[src/rtl/sparc_exu_div_pkg.sv]
// sparc_exu_div_pkg: shared constants and FSM encoding for the EXU divide scheduler
package sparc_exu_div_pkg;
  localparam int NTHR_D = 4;
  localparam int RDW_D = 5;
  localparam int TIDW = 2;
  typedef enum logic [1:0] {
    IDLE  = 2'd0,
    START = 2'd1,
    BUSY  = 2'd2,
    WB    = 2'd3
  } div_state_e;
endpackage

[src/rtl/sparc_exu_div_rrpick.sv]
// sparc_exu_div_rrpick: four-way round-robin one-hot picker with registered last grant
module sparc_exu_div_rrpick
  import sparc_exu_div_pkg::*;
(
  input  logic              clk,
  input  logic              arst_l,
  input  logic [NTHR_D-1:0] cand,
  input  logic              adv,
  output logic [NTHR_D-1:0] gnt
);
  logic [NTHR_D-1:0] last;
  logic [TIDW-1:0] li, idx;
  logic found;
  always_comb begin
    li = '0;
    for (int i = 0; i < NTHR_D; i++) li = last[i] ? TIDW'(i) : li;
  end
  always_comb begin
    gnt = '0;
    found = 1'b0;
    idx = '0;
    for (int i = 1; i <= NTHR_D; i++) begin
      idx = li + TIDW'(i);
      if (!found && cand[idx]) begin
        gnt[idx] = 1'b1;
        found = 1'b1;
      end
    end
  end
  always_ff @(posedge clk or negedge arst_l)
    if (!arst_l) last <= 4'b1000;
    else if (adv && |gnt) last <= gnt;
endmodule

[src/rtl/sparc_exu_div_sched.sv]
// sparc_exu_div_sched: round-robin scheduler of four threads onto the shared EXU divider
module sparc_exu_div_sched
  import sparc_exu_div_pkg::*;
#(
  parameter int NTHR = NTHR_D,
  parameter int RDW  = RDW_D
) (
  input  logic            clk,
  input  logic            arst_l,
  input  logic [NTHR-1:0] req_vld,
  input  logic [RDW-1:0]  req_rd,
  input  logic [NTHR-1:0] kill_vec,
  output logic            div_start,
  output logic [1:0]      div_tid,
  output logic [RDW-1:0]  div_rd,
  input  logic            div_done,
  output logic            wb_vld,
  output logic [1:0]      wb_tid,
  output logic [RDW-1:0]  wb_rd,
  input  logic            wb_ack,
  output logic [NTHR-1:0] pend_vec,
  output logic            busy
);
  div_state_e state, state_nxt;
  logic [NTHR-1:0] pend, cand, gnt, cur_oh, pend_set, pend_clr;
  logic [RDW-1:0] rd_q [NTHR];
  logic [TIDW-1:0] cur_tid, gnt_tid;
  logic [RDW-1:0] cur_rd;
  logic squash, kill_cur, grant, op_end;

  assign kill_cur = kill_vec[cur_tid];
  assign cand = (state == IDLE) ? pend & ~kill_vec : '0;
  assign grant = |gnt;
  assign cur_oh = NTHR'(1) << cur_tid;
  assign op_end = (state == BUSY && div_done && (squash || kill_cur)) ||
                  (state == WB && (wb_ack || kill_cur));
  assign pend_set = req_vld & ~pend & ~kill_vec;
  assign pend_clr = (kill_vec & ~(busy ? cur_oh : '0)) | (op_end ? cur_oh : '0);

  sparc_exu_div_rrpick u_pick (
    .clk    (clk),
    .arst_l (arst_l),
    .cand   (cand),
    .adv    (grant),
    .gnt    (gnt)
  );

  always_comb begin
    gnt_tid = '0;
    for (int i = 0; i < NTHR; i++) gnt_tid = gnt[i] ? TIDW'(i) : gnt_tid;
  end

  always_comb begin
    state_nxt = state;
    case (state)
      IDLE:    state_nxt = grant ? START : IDLE;
      START:   state_nxt = BUSY;
      BUSY:    state_nxt = !div_done ? BUSY : (squash || kill_cur) ? IDLE : WB;
      WB:      state_nxt = (wb_ack || kill_cur) ? IDLE : WB;
      default: state_nxt = IDLE;
    endcase
  end

  always_ff @(posedge clk or negedge arst_l)
    if (!arst_l) begin
      state <= IDLE;
      cur_tid <= '0;
      cur_rd <= '0;
      squash <= 1'b0;
    end else begin
      state <= state_nxt;
      if (state == IDLE && grant) begin
        cur_tid <= gnt_tid;
        cur_rd <= rd_q[gnt_tid];
        squash <= 1'b0;
      end else if ((state == START || state == BUSY) && kill_cur) begin
        squash <= 1'b1;
      end
    end

  always_ff @(posedge clk or negedge arst_l)
    if (!arst_l) begin
      pend <= '0;
      for (int t = 0; t < NTHR; t++) rd_q[t] <= '0;
    end else begin
      pend <= (pend | pend_set) & ~pend_clr;
      for (int t = 0; t < NTHR; t++) if (pend_set[t]) rd_q[t] <= req_rd;
    end

  assign busy = state != IDLE;
  assign div_start = state == START;
  assign div_tid = busy ? cur_tid : '0;
  assign div_rd = busy ? cur_rd : '0;
  assign wb_vld = state == WB;
  assign wb_tid = wb_vld ? cur_tid : '0;
  assign wb_rd = wb_vld ? cur_rd : '0;
  assign pend_vec = pend;

  a_req_onehot: assert property (@(posedge clk) disable iff (!arst_l) $onehot0(req_vld));
  a_req_dup:    assert property (@(posedge clk) disable iff (!arst_l) (req_vld & pend) == '0);
  a_done_busy:  assert property (@(posedge clk) disable iff (!arst_l) div_done |-> state == BUSY);
endmodule

[config.mk]
export PLATFORM = sky130hd
export DESIGN_NAME = sparc_exu_div_sched
export DESIGN_NICKNAME = d
export VERILOG_FILES = /design/src/rtl/sparc_exu_div_pkg.sv /design/src/rtl/sparc_exu_div_rrpick.sv /design/src/rtl/sparc_exu_div_sched.sv
export SDC_FILE = /design/constraint.sdc
export NUM_CORES = 1
export LEC_CHECK = 0
export ABC_AREA = 1
export BUFFER_PORTS_ARGS = -buffer_cell sky130_fd_sc_hd__clkbuf_2
export CORE_AREA = 2 2 59 117
export DETAILED_ROUTE_END_ITERATION = 12
export DIE_AREA = 0 0 61 119
export PLACE_DENSITY = 0.59
export SLEW_MARGIN = 20
export SYNTH_ARGS = -nofsm -noshare
export SYNTH_HDL_FRONTEND = slang
export SYNTH_SLANG_ARGS = --single-unit
[constraint.sdc]
create_clock -name clk -period 2.8 [get_ports clk]
set_input_delay 0.28 -clock clk [delete_from_list [all_inputs] [get_ports clk]]
set_output_delay 0.28 -clock clk [all_outputs]
set_load 0.01 [all_outputs]
## Word-level counts from Yosys, hierarchy flattened

Cells that the tools add are included.

- Register bits after elaboration: 38
- Input bits: 17
- Output and inout bits: 21
- Logic and storage cells: 113

- $add $sub $neg: 3
- $lt $le $gt $ge: 10
- Eq/ne operators: 3
- Shift-type cells: 1
- Mux-type cells: 48
- Bitwise gates (word level): 15
- Reductions and logical operators: 23

Operator list:

| kind | number |
|---|---|
| 4-bit 2-to-1 mux | 7 |
| 4-bit AND | 5 |
| 5-bit 2-to-1 mux | 4 |
| 4-bit bitwise OR | 5 |
| 2-bit 2-to-1 mux | 9 |
| 1-bit 2-to-1 mux | 17 |
| 4-bit inverter | 4 |
| 2-bit by 3-bit less-than comparator with 1-bit output, second input constant | 5 |
| 1-bit logical AND | 12 |
| 1-bit binary-select mux with 2-bit select | 5 |
| 5-bit binary-select mux with 2-bit select | 1 |
| 1-bit demux with 2-bit select | 4 |
| 2-bit by 1-bit >= comparator with 1-bit output, second input constant | 4 |
| 2-bit one-hot mux with 4 select lines | 1 |
| 2-bit adder, second input constant | 2 |
| 2-bit equality test, second input constant | 2 |
| 1-bit logical OR | 4 |
| 2-bit nonzero test | 2 |
| 4-bit OR reduction | 1 |
| 1-bit by 2-bit left shift with 4-bit output, first input constant | 1 |
| 3-bit >= comparator, second input constant | 1 |
| 1-bit zero test | 3 |
| 2-bit inverter with 3-bit output | 1 |
| 2-bit by 1-bit adder with 2-bit output, second input constant | 1 |
| 2 further kinds | 2 |

## Depth between registers and ports, before layout

Gate-level depths: netlist of run 1.

- Word-level depth: 23
- Gate-level depth with buffers: 21
- Depth with buffers taken out: 20

## Hierarchy

A second synthesis of run 1 with hierarchy kept.

- Cell total of the unflattened synthesis: 334
- Area, all modules: 2437.3 um^2

By module, submodules not included:

| module | instances | cells each | area each (um^2) | seq. area each (um^2) |
|---|---|---|---|---|
| sparc_exu_div_sched | 1 | 239 | 1838.0 | 850.8 |
| sparc_exu_div_rrpick | 1 | 95 | 599.3 | 76.3 |

## Worst setup path after synthesis of run 1

No wires, ideal clock.

- Path kind: flip-flop to flip-flop
- From: register u_pick.last[2]
- To: register cur_rd[0]
- Setup time: 0.116 ns
- Data arrival time: 2.112 ns
- Data required time: 2.684 ns
- Path slack: 0.572 ns
- Cell stages (with the launch flop): 18
- Path buffers: 0
- Clock period less this slack: 2.228 ns
- Cell sequence: dfrtp_1 nor2_2 inv_2 ha_1 inv_1 nand3_1 nand2_1 nand2_1 nor2_2 nand2_1 nand3_4 nand2_4 nand2_4 nand2_1 nand2_1 nand2_1 nand2_1 nand2_1

- Word-level cells in the longest chain between the ends: 22
- Elaborated cells between the ends (all ways): 58
- Classes of those cells: add/sub: 3; order compare: 8; mux: 31; bitwise: 4; reduce/logical: 12

RTL lines:

| item | RTL line | text |
|---|---|---|
| start: declaration | sparc_exu_div_rrpick.sv:11 | `logic [NTHR_D-1:0] last;` |
| start signal: assignment | sparc_exu_div_rrpick.sv:32 | `else if (adv && \|gnt) last <= gnt;` |
| 2-bit 2-to-1 mux * (2 in series) | sparc_exu_div_rrpick.sv:16 | `for (int i = 0; i < NTHR_D; i++) li = last[i] ? TIDW'(i) : li;` |
| branches (longest 12 deep; another with 2-bit by 3-bit less-than comparator with 1-bit output) | - |  |
| 4-bit 2-to-1 mux * | sparc_exu_div_rrpick.sv:24 | `if (!found && cand[idx]) begin` |
| 1-bit 2-to-1 mux | sparc_exu_div_sched.sv:50 | `for (int i = 0; i < NTHR; i++) gnt_tid = gnt[i] ? TIDW'(i) : gnt_tid;` |
| 2-bit 2-to-1 mux (2 in series) | sparc_exu_div_sched.sv:50 |  |
| 2-bit inverter with 3-bit output (not written as such) | sparc_exu_div_sched.sv:74 | `cur_rd <= rd_q[gnt_tid];` |
| 5-bit binary-select mux with 2-bit select | sparc_exu_div_sched.sv:74 |  |
| 5-bit 2-to-1 mux (not written as such) (2 in series) | sparc_exu_div_sched.sv:74 |  |
| end signal: assignment | sparc_exu_div_sched.sv:74 |  |
| end: declaration | sparc_exu_div_sched.sv:28 | `logic [RDW-1:0] cur_rd;` |

Every way passes the cells marked *. The select of a mux whose other input is x is not followed.
A chain may end at the register's enable or synchronous reset.

## Worst setup path in the final report of run 1

- From: register state[1]
- To: register cur_tid[0]

- Word-level cells in the longest chain between the ends: 17
- Elaborated cells between the ends (all ways): 31
- Classes of those cells: mux: 19; bitwise: 3; reduce/logical: 9

RTL lines:

| item | RTL line | text |
|---|---|---|
| start: declaration | sparc_exu_div_sched.sv:24 | `div_state_e state, state_nxt;` |
| start signal: assignment | sparc_exu_div_sched.sv:71 | `state <= state_nxt;` |
| 2-bit zero test * | sparc_exu_div_sched.sv:32, sparc_exu_div_sched.sv:72 |  |
| 4-bit 2-to-1 mux | sparc_exu_div_sched.sv:32 | `assign cand = (state == IDLE) ? pend & ~kill_vec : '0;` |
| 1-bit binary-select mux with 2-bit select | sparc_exu_div_rrpick.sv:24 |  |
| 1-bit 2-to-1 mux (not written as such) | sparc_exu_div_rrpick.sv:24 |  |
| 1-bit 2-to-1 mux | sparc_exu_div_rrpick.sv:24 |  |
| 1-bit zero test | sparc_exu_div_rrpick.sv:24 |  |
| 1-bit logical AND | sparc_exu_div_rrpick.sv:24 |  |
| 1-bit 2-to-1 mux | sparc_exu_div_rrpick.sv:24 |  |
| 1-bit zero test | sparc_exu_div_rrpick.sv:24 |  |
| 1-bit logical AND | sparc_exu_div_rrpick.sv:24 |  |
| 1-bit 2-to-1 mux | sparc_exu_div_rrpick.sv:24 |  |
| 1-bit zero test | sparc_exu_div_rrpick.sv:24 |  |
| 1-bit logical AND | sparc_exu_div_rrpick.sv:24 |  |
| 4-bit 2-to-1 mux | sparc_exu_div_rrpick.sv:24 |  |
| 1-bit 2-to-1 mux | sparc_exu_div_sched.sv:50 |  |
| 2-bit 2-to-1 mux (2 in series) | sparc_exu_div_sched.sv:50 |  |
| end signal: assignment | sparc_exu_div_sched.sv:73 | `cur_tid <= gnt_tid;` |
| end: declaration | sparc_exu_div_sched.sv:27 | `logic [TIDW-1:0] cur_tid, gnt_tid;` |

Every way passes the cells marked *; elsewhere a longest branch is shown, timed or not. The select of a mux whose other input is x is not followed.

==> impl_metrics.yaml, run 1 <==
layout:
  antenna_cells: 0
  syn2layout_area_growth_pct: 17.2
  fin_util_pct: 45.5
  nets: 428
  fillers: 690
  drive_above_1_share_pct: 20.6
sta:
  slew_violations: 0
  worstMarginPinSlew_ns: 0.903
  hold_violations: 0
  setup_tns_ns: 0
  timing.fmax_mhz: 400
  whs_ns: 0.125
  rsz0062_at_grt: "no"
  slew_headroom_pct: 39.8
  finalClockSkew_ns: 0.00312
  min_period_ns: 2.50
  setup_viol: 0
  finalCritPeriodShare_pct: 89.3
worst_setup_path:
  worst_r2r_path_depth: 17
  end_kind: "flip-flop"
  r2r_slack_ns: 0.30
  r2r_start: "state[1]"
  crit_chain: "inv_1, ha_2, inv_2, nor2_1, nand2_1, nand3_1, nand2_1, nand3_1, nand2_1, inv_2, nand3_4, nor2_4, nand2_4, nand2_8, inv_4, nand2_1, o21ai_2"
  required_ns: 2.96
  worstPathArrival_ns: 2.67
  critPathMostFrequentCell: "nand2_1"
  rr_endpoint: "cur_tid[0]"
  critPathMaxStageDelay_ns: 0.42
  crit_slowest_cell: "dfrtp_1"
  critical_path_class: "flip-flop to flip-flop"
  critical_path_peak_fanout: 10
  start_kind: "flip-flop"
logic_synthesis:
  synth.cell_area_um2: 2510
  ys_ff_latch: 37
  syn_nets: 388
  seq_area_frac_synth_pct: 37.0
  yosysMostFrequentCell: "nand2_1"
  synth_warnings: 0
  avgSynthCellArea_um2: 6.93
  yosysTopAreaCellShare_pct: 35.9
  synth_commonest_cells: "nand2_1, inv_1, nor2_1"
  synth_cell_types: 30
  yosysTopAreaCell: "dfrtp_1"
  ys_async_sr_fraction_pct: 100
  syn_inst: 362
  ys_top_cells_by_area: "dfrtp_1, nand2_1, inv_1, o21ai_0, nor2_1"
  synth_top_flop_cell: "dfrtp_1"
  synth_edf_count: 0
job:
  cap_violations: 0
clock_tree:
  cts_resized: 0
  cts_buffers: 5
  h-tree-depth: 2
  ctsLongestPathBuffers: 2
  clockRootBuffer: "clkbuf_16"
  post_cts_buffers: 0
  cts.sinks: 37
  clkLatencyLatePin_ns: 0.28
  ctsHoldBuffers: 0
  clk_pin_slew_ns: 0.05
  cts_tree: "yes"
die:
  rows: 42
  initial_core_util_pct: 38.8
  fp.coreArea_um2: 6460
  io_pins: 38
  die_w_um: 61
  dieArea_um2: 7260
  die_h_um: 119
pwr:
  ir_drop_v: 0.000538
  leakagePower_nw: 1.66
  finalPower_w: 0.00358
  p_per_area_nw_per_um2: 1220
grt:
  grt_pass1_vias: 2211
  grt_antenna_before_repair: 0
  grt_pass1_wl_um: 9980
  gr-usage-all-layers_pct: 17.9
  grt_overflow: 0
  grt_start_max_net_pins: 38
placement:
  place_hpwl_um: 4540
  gp_congestion: 0.810
  portBuffers: 37
route:
  vias: 2290
  drt_iter0_drc: 109
  wirelength_um: 5690
  vias_per_cell: 4.67
  drc_errors: 0
  routedWlPerCell_um: 11.6
  dr.pass1.iters: 4
  ant_nets: 0
status:
  status: "complete, no violations"
worst_hold_path:
  min_path_type: "primary input to asynchronous set/reset pin"
sequential cells by signal, summed over array words and instances, names as in the netlist:
| signal | cells |
|---|---|
| pend_vec | 4 |
| rd_q | 20 |
| state | 2 |
| u_pick.last | 3 |
| cur_rd | 5 |
| squash | 1 |
| cur_tid | 2 |
report_power, final:
| group | total, W | internal [W] | switching (W) |
|---|---|---|---|
| registers | 0.000887 | 0.000739 | 0.000147 |
| logic | 0.00215 | 0.000736 | 0.00141 |
| clock network | 0.000544 | 0.000349 | 0.000195 |
final cells by class:
| class | count | area [µm²] | share of cell area, % |
|---|---|---|---|
| clock buffers | 7 | 143 | 4.86 |
| inverters | 64 | 243 | 8.26 |
| multi-input cells | 255 | 1320 | 44.8 |
| flip-flops and latches | 37 | 927 | 31.6 |
| well taps | 88 | 110 | 3.75 |
| repair buffers | 39 | 200 | 6.81 |
placed cells by master (no fill, tap or decap), types with 2 or more instances in the layout:
cell type | netlist | layout
o21ai_0 | 29 | 29
nand2_4 | 5 | 5
nor2_4 | 4 | 5
clkbuf_2 | 0 | 37
dfrtp_1 | 36 | 36
inv_1 | 54 | 54
nand3_4 | 2 | 2
nand2_2 | 5 | 5
nand3_1 | 24 | 24
nor2_2 | 3 | 2
a31oi_1 | 2 | 2
clkbuf_16 | 0 | 5
inv_2 | 9 | 9
a21oi_1 | 2 | 2
nand2_1 | 119 | 119
nor2_1 | 37 | 37
nand3_2 | 4 | 4
ha_1 | 9 | 8
buf_4 | 0 | 2
kinds of logic (layout without fill, tap and decap cells):
logic type,count (synthesis),in the layout,share of synthesized area [%]
adder cells (fa/ha/maj),9,9,4.49
AO/OA/AOI/OAI,39,39,8.93
AND/OR/NAND/NOR,207,207,38.7
buffers and inverters,70,110,10.9
flip-flops,37,37,37.0
worst max-delay path, delay by kind of cell, from the launching register on:
| family | cells | cell delay, ns |
|---|---|---|
| flops | 1 | 0.42 |
| buf+inv | 4 | 0.33 |
| compound gates | 1 | 0.05 |
| fa+ha+maj | 1 | 0.28 |
| simple gates | 11 | 1.30 |
layer usage:
layer,GRT usage [%],wire (µm),vias to the layer above
met5,0,0,-
met4,4.48,64,0
met3,3.58,150,4
met2,30.5,3020,36
met1,22.5,2460,1062
li1,-,-,1188
how the worst max path moves through the flow:
stage	to	cells after the start	start
after detailed placement	cur_tid[0]	17	state[1]
after global placement	cur_tid[0]	17	state[1]
after global routing	cur_rd[1]	17	u_pick.last[2]
final	cur_tid[0]	17	state[1]
after CTS	cur_tid[0]	17	state[1]
after floorplan	cur_rd[0]	17	u_pick.last[2]
through the flow:
step / instances / worst slack, ns / area (µm²)
floorplan: 362 / 0.572 / 2510
global placement: 483 / 0.193 / 2790
detailed placement: 483 / 0.151 / 2790
CTS: 490 / 0.135 / 2930
global route: 490 / 0.00824 / 2940
finish: 490 / 0.298 / 2940
Power figures use the tool's default switching activity.
==> inputs of run 2 (changes only) <==
Settings changed: CELL_PAD_IN_SITES_DETAIL_PLACEMENT from default to 1, CELL_PAD_IN_SITES_GLOBAL_PLACEMENT from default to 2, CORE_AREA 2 2 59 117 to 2 2 66 131, DIE_AREA 0 0 61 119 to 0 0 68 133, PLACE_DENSITY 0.59 to 0.79.
==> run 2 against run 1 <==
Worst hold slack improved by 0.019 ns. Setup slack got worse by 0.044 ns. Highest routed layer unchanged. Largest power group unchanged. Non-clock buffer count increased by 2. Sequential cell count did not move. Global-route usage shrank 0.87 points.
==> impl_metrics.yaml, run 2 (same netlist as run 1, synthesis figures left out) <==
clock_tree:
  h-tree-depth: 2
  cts.sinks: 37
  cts_buffers: 5
  post_cts_buffers: 0
  clk_pin_slew_ns: 0.05
  clockRootBuffer: "clkbuf_16"
  cts_tree: "yes"
  ctsLongestPathBuffers: 2
  clkLatencyLatePin_ns: 0.27
grt:
  grt_pass1_vias: 2499
  grt_start_max_net_pins: 38
  grt_pass1_wl_um: 11900
  grt_overflow: 0
  gr-usage-all-layers_pct: 17.1
  grt_antenna_before_repair: 0
pwr:
  comb_power_share_pct: 61.4
  finalPower_w: 0.00370
  leakagePower_nw: 1.67
  p_per_area_nw_per_um2: 1250
  p_int_w: 0.00184
  p_switching_w: 0.00186
  ir_drop_v: 0.000525
  p_seq_share_pct: 24.0
  clkPwrFrac_pct: 14.6
  sw_frac_of_total_pct: 50.3
sta:
  min_period_ns: 2.55
  finalCritPeriodShare_pct: 90.9
  slew_violations: 0
  setup_viol: 0
  rsz0062_at_grt: "no"
  slew_headroom_pct: 36.2
  hold_violations: 0
  timing.final.ws_setup_ns: 0.254
  finalClockSkew_ns: 0.00401
  timing.fmax_mhz: 393
  setup_tns_ns: 0
  worstMarginPinSlew_ns: 0.957
job:
  cap_violations: 0
die:
  dieArea_um2: 9040
  io_pins: 38
  rows: 47
  die_w_um: 68
  initial_core_util_pct: 30.9
  fp.coreArea_um2: 8120
  die_h_um: 133
layout:
  regMostFlops: "rd_q"
  antenna_cells: 0
  fillers: 1082
  largest_reg_flops: 20
  stdcell_count: 502
  multi_input_area_um2: 1310
  seq_area_um2: 927
  drive_above_1_share_pct: 20.8
  final_cell_mix: "nand2_1, inv_1, nor2_1, clkbuf_2, dfrtp_1"
  syn2layout_area_growth_pct: 18.2
  nets: 430
  final_common_cell: "nand2_1"
  fin_area_um2: 2960
route:
  dr.pass1.iters: 4
  wirelength_um: 7180
  drc_errors: 0
  ant_nets: 0
  vias: 2345
  drt_iter0_drc: 73
  routedWlPerCell_um: 14.3
  vias_per_cell: 4.67
placement:
  place_ws_ns: 0.188
  place_hpwl_um: 5930
  place_inst: 495
  post_dp_cell_area_um2: 2820
  gp_congestion: 0.831
  portBuffers: 37
worst_setup_path:
  r2r_slack_ns: 0.25
  end_kind: "flip-flop"
  critPathMaxStageDelay_ns: 0.60
  start_kind: "flip-flop"
  worstPathArrival_ns: 2.71
  critical_path_peak_fanout: 8
  critPathMostFrequentCell: "nand2_1"
  crit_chain: "nor2_4, inv_2, ha_1, inv_1, nand3_1, nand2_1, nand2_1, nor2_2, nand2_1, nand3_4, nand2_4, nand2_4, nand2_1, nand2_1, nand2_1, nand2_1, nand2_1"
  required_ns: 2.96
  critical_path_class: "flip-flop to flip-flop"
  crit_slowest_cell: "dfstp_2"
status:
  status: "complete, no violations"
worst_hold_path:
  min_path_type: "primary input to asynchronous set/reset pin"
run 2: changes by cell type in the layout (fill, tap and decap cells not counted):
| cell | change |
|---|---|
| ha_2 | -1 |
| buf_4 | +2 |
| ha_1 | +1 |
run 2: final timing paths:
kind                                 from  cells after the start          end
hold reg to reg                   rd_q[6]                      2      rd_q[6]
min in group clk                req_rd[1]                      3     rd_q[11]
setup / recovery           u_pick.last[3]                     17    cur_rd[4]
max in group asynchronous          arst_l                      1      rd_q[2]
hold / removal                     arst_l                      1  pend_vec[3]
setup reg to reg           u_pick.last[3]                     17    cur_rd[4]
run 2: area by class of cell:
cell class                      instances  share of cell area (%)
Tap cell                               98                    4.14
Inverter                               64                    8.19
Sequential cell                        37                    31.3
Clock buffer                            7                    4.81
Timing Repair Buffer                   41                    7.26
Multi-Input combinational cell        255                    44.3
run 2: through the flow:
stage               util [%]  hold WS (ns)
finish                  36.5         0.144
global route            36.5         0.217
CTS                     36.4         0.201
detailed placement      34.7         0.478
global placement        34.7         0.471
floorplan                  -       -0.0156
run 2: timing repair:
action                                  4_1_cts  5_1_grt
gates resized for setup                       0        1
endpoints found under the setup margin        0        8
hold buffers                                  0        0
run 2: metal layers:
| metal | up-vias | global-route usage [%] | share of wire, % | wire (µm) |
|---|---|---|---|---|
| li1 | 1194 | - | - | - |
| met1 | 1113 | 19.9 | 41 | 2940 |
| met5 | - | 0 | 0 | 0 |
| met2 | 36 | 32.5 | 56 | 4050 |
| met3 | 2 | 1.87 | 2.3 | 163 |
| met4 | 0 | 2.33 | 0.40 | 29 |
run 2: power by group through the flow:
stage / sequential, W / combinational, W / clock (W)
2_1_floorplan: 0.000861 / 0.00169 / 0
3_3_place_gp: 0.000888 / 0.00227 / 0
3_5_place_dp: 0.000895 / 0.00230 / 0
4_1_cts: 0.000886 / 0.00232 / 0.000565
5_1_grt: 0.000917 / 0.00258 / 0.000587
6_report: 0.000887 / 0.00227 / 0.000543
run 2: worst max-delay path: cells and delay by family, from the launching register on:
kind                     cells  cell delay (ns)
buffers and inverters        2             0.22
AND/OR/NAND/NOR             14             1.33
flip-flops                   1             0.60
adder cells (fa/ha/maj)      1             0.28
==> inputs of run 3 (changes only) <==
Settings changed: BUFFER_PORTS_ARGS -buffer_cell sky130_fd_sc_hd__clkbuf_2 to default, CORE_AREA 2 2 66 131 to 2 2 63 125, DIE_AREA 0 0 68 133 to 0 0 65 127, DONT_BUFFER_PORTS from default to 1, PLACE_DENSITY 0.79 to 0.77, RECOVER_POWER from default to 100.
==> run 3 against run 2 <==
The run now ends with capacitance limit, slew limit left. Critical path depth unchanged. Via count is 3.2% lower. Clock power up 2%. Fmax decreased by 0.11%. Utilization up 1.8 points. Cell count decreased by 7.4%. Global-route usage increased by 2.9 points. First-iteration DRC count decreased by 21%. Die area down 8.7%. Clock skew up 0.00081 ns. Register-to-register slack about the same. Sequential cell count stayed put.
==> impl_metrics.yaml, run 3 (same netlist as run 1, synthesis figures left out) <==
clock_tree:
  cts.sinks: 37
  clk_pin_slew_ns: 0.06
  clkLatencyLatePin_ns: 0.28
  cts_tree: "yes"
  ctsLongestPathBuffers: 2
  clockRootBuffer: "clkbuf_16"
  h-tree-depth: 2
  cts_buffers: 5
status:
  status: "finished, violations left"
  violations: "capacitance limit, slew limit"
worst_setup_path:
  r2r_slack_ns: 0.25
  critical_path_class: "flip-flop to flip-flop"
  worst_r2r_path_depth: 17
  required_ns: 2.97
  rr_endpoint: "cur_rd[3]"
  critical_path_peak_fanout: 8
  startpoint: "u_pick.last[3]"
  end_kind: "flip-flop"
  r2r_start: "u_pick.last[3]"
  endpoint: "cur_rd[3]"
  worstPathArrival_ns: 2.72
  start_kind: "flip-flop"
layout:
  drive_above_1_share_pct: 12.1
  fin_util_pct: 38.4
  regMostFlops: "rd_q"
  syn2layout_area_growth_pct: 10.3
  antenna_cells: 0
  final_cell_mix: "nand2_1, inv_1, nor2_1, dfrtp_1, o21ai_0"
  largest_reg_flops: 20
  nets: 398
  final_common_cell: "nand2_1"
worst_hold_path:
  min_path_type: "primary input to flip-flop"
  hp-start: "kill_vec[1]"
  whs_path_depth: 1
die:
  die_h_um: 127
  dieArea_um2: 8260
  io_pins: 38
  rows: 44
  die_w_um: 65
  initial_core_util_pct: 34.8
  fp.coreArea_um2: 7210
grt:
  grt_pass1_vias: 2552
  grt_antenna_before_repair: 0
  grt_pass1_wl_um: 12300
  grt_start_max_net_pins: 38
  grt_overflow: 0
  gr-usage-all-layers_pct: 20.0
pwr:
  ir_drop_v: 0.000538
  finalPower_w: 0.00363
  p_int_w: 0.00175
  leakagePower_nw: 1.50
  sw_frac_of_total_pct: 51.7
  p_seq_share_pct: 24.8
  p_per_area_nw_per_um2: 1310
  comb_power_share_pct: 59.8
  p_switching_w: 0.00187
  clkPwrFrac_pct: 15.3
sta:
  min_period_ns: 2.55
  finalCritPeriodShare_pct: 91.0
  slew_headroom_pct: -40.8
  rsz0062_at_grt: "no"
  setup_viol: 0
  worstMarginPinSlew_ns: 2.11
  setup_tns_ns: 0
  slew_violations: 38
  finalClockSkew_ns: 0.00482
  timing.fmax_mhz: 392
  hold_violations: 0
route:
  wirelength_um: 7580
  drt_iter0_drc: 58
  drc_errors: 0
  ant_nets: 0
  vias_per_cell: 4.88
  routedWlPerCell_um: 16.3
  vias: 2269
  dr.pass1.iters: 5
placement:
  portBuffers: 0
  place_hpwl_um: 6060
  gp_congestion: 0.842
job:
  cap_violations: 1
-- run 3: cell types whose count changed in the layout (fill, tap and decap cells not counted), moves of 2 or more --
cell	change
clkbuf_1	+7
clkbuf_2	-37
nor2_2	+2
buf_4	-2
-- run 3: worst min-delay path by stage --
stage / endpoint / slack, ns
after global placement: rd_q[19] / -0.01
after detailed placement: rd_q[2] / -0.01
after floorplan: cur_rd[0] / -0.02
after global routing: pend_vec[1] / 0.09
after CTS: pend_vec[1] / 0.09
final: pend_vec[1] / 0.09
-- run 3: per-layer routing --
metal / global-route usage [%] / part of all wire [%] / up-vias
met1: 19.3 / 35 / 1090
li1: - / - / 1126
met4: 8.89 / 3.5 / 0
met5: 0 / 0 / -
met3: 2.90 / 2.8 / 15
met2: 39.8 / 59 / 38
-- run 3: through the flow --
stage	hold slack, ns	cells	instance area, µm²	worst slack [ns]
finish	0.0930	465	2770	0.251
global route	0.0903	465	2770	0.0216
CTS	0.0859	463	2810	0.105
detailed placement	-0.0145	453	2630	0.00588
global placement	-0.0144	453	2630	0.0374
floorplan	-0.0156	362	2510	0.572
-- run 3: what timing repair did --
action	4_1_cts	5_1_grt
hold buffers	2	0
setup endpoints to repair	1	5
gates cloned	0	0
resized for setup	1	1
buffers inserted	0	2
pin swaps	0	1
endpoints found under the hold margin	37	0
-- run 3: layout make-up --
class                   count  area (µm²)
repair buffers              9        47.5
fillers                   958        4450
multi-input cells         255        1300
inverters                  64         240
clock buffers               7         133
flip-flops and latches     37         927
clock inverters             1        7.51
well taps                  92         115
-- run 3: power groups by stage --
stage,registers [W],clock network (W),logic (W)
finish,0.000901,0.000555,0.00217
floorplan,0.000861,0,0.00169
global route,0.000929,0.000581,0.00249
CTS,0.000903,0.000567,0.00231
global placement,0.000897,0,0.00225
detailed placement,0.000908,0,0.00227
-- run 3: critical path, cell delays in order, from the launching register on --
cell	delay [ns]
dfstp_2	0.59
nor2_4	0.07
inv_2	0.10
ha_1	0.29
inv_1	0.11
nand3_1	0.10
nand2_1	0.16
nand2_1	0.09
nor2_2	0.13
nand2_1	0.11
nand3_4	0.15
nand2_4	0.10
nand2_4	0.10
nand2_1	0.08
nand2_1	0.06
nand2_1	0.07
nand2_1	0.07
nand2_1	0.05
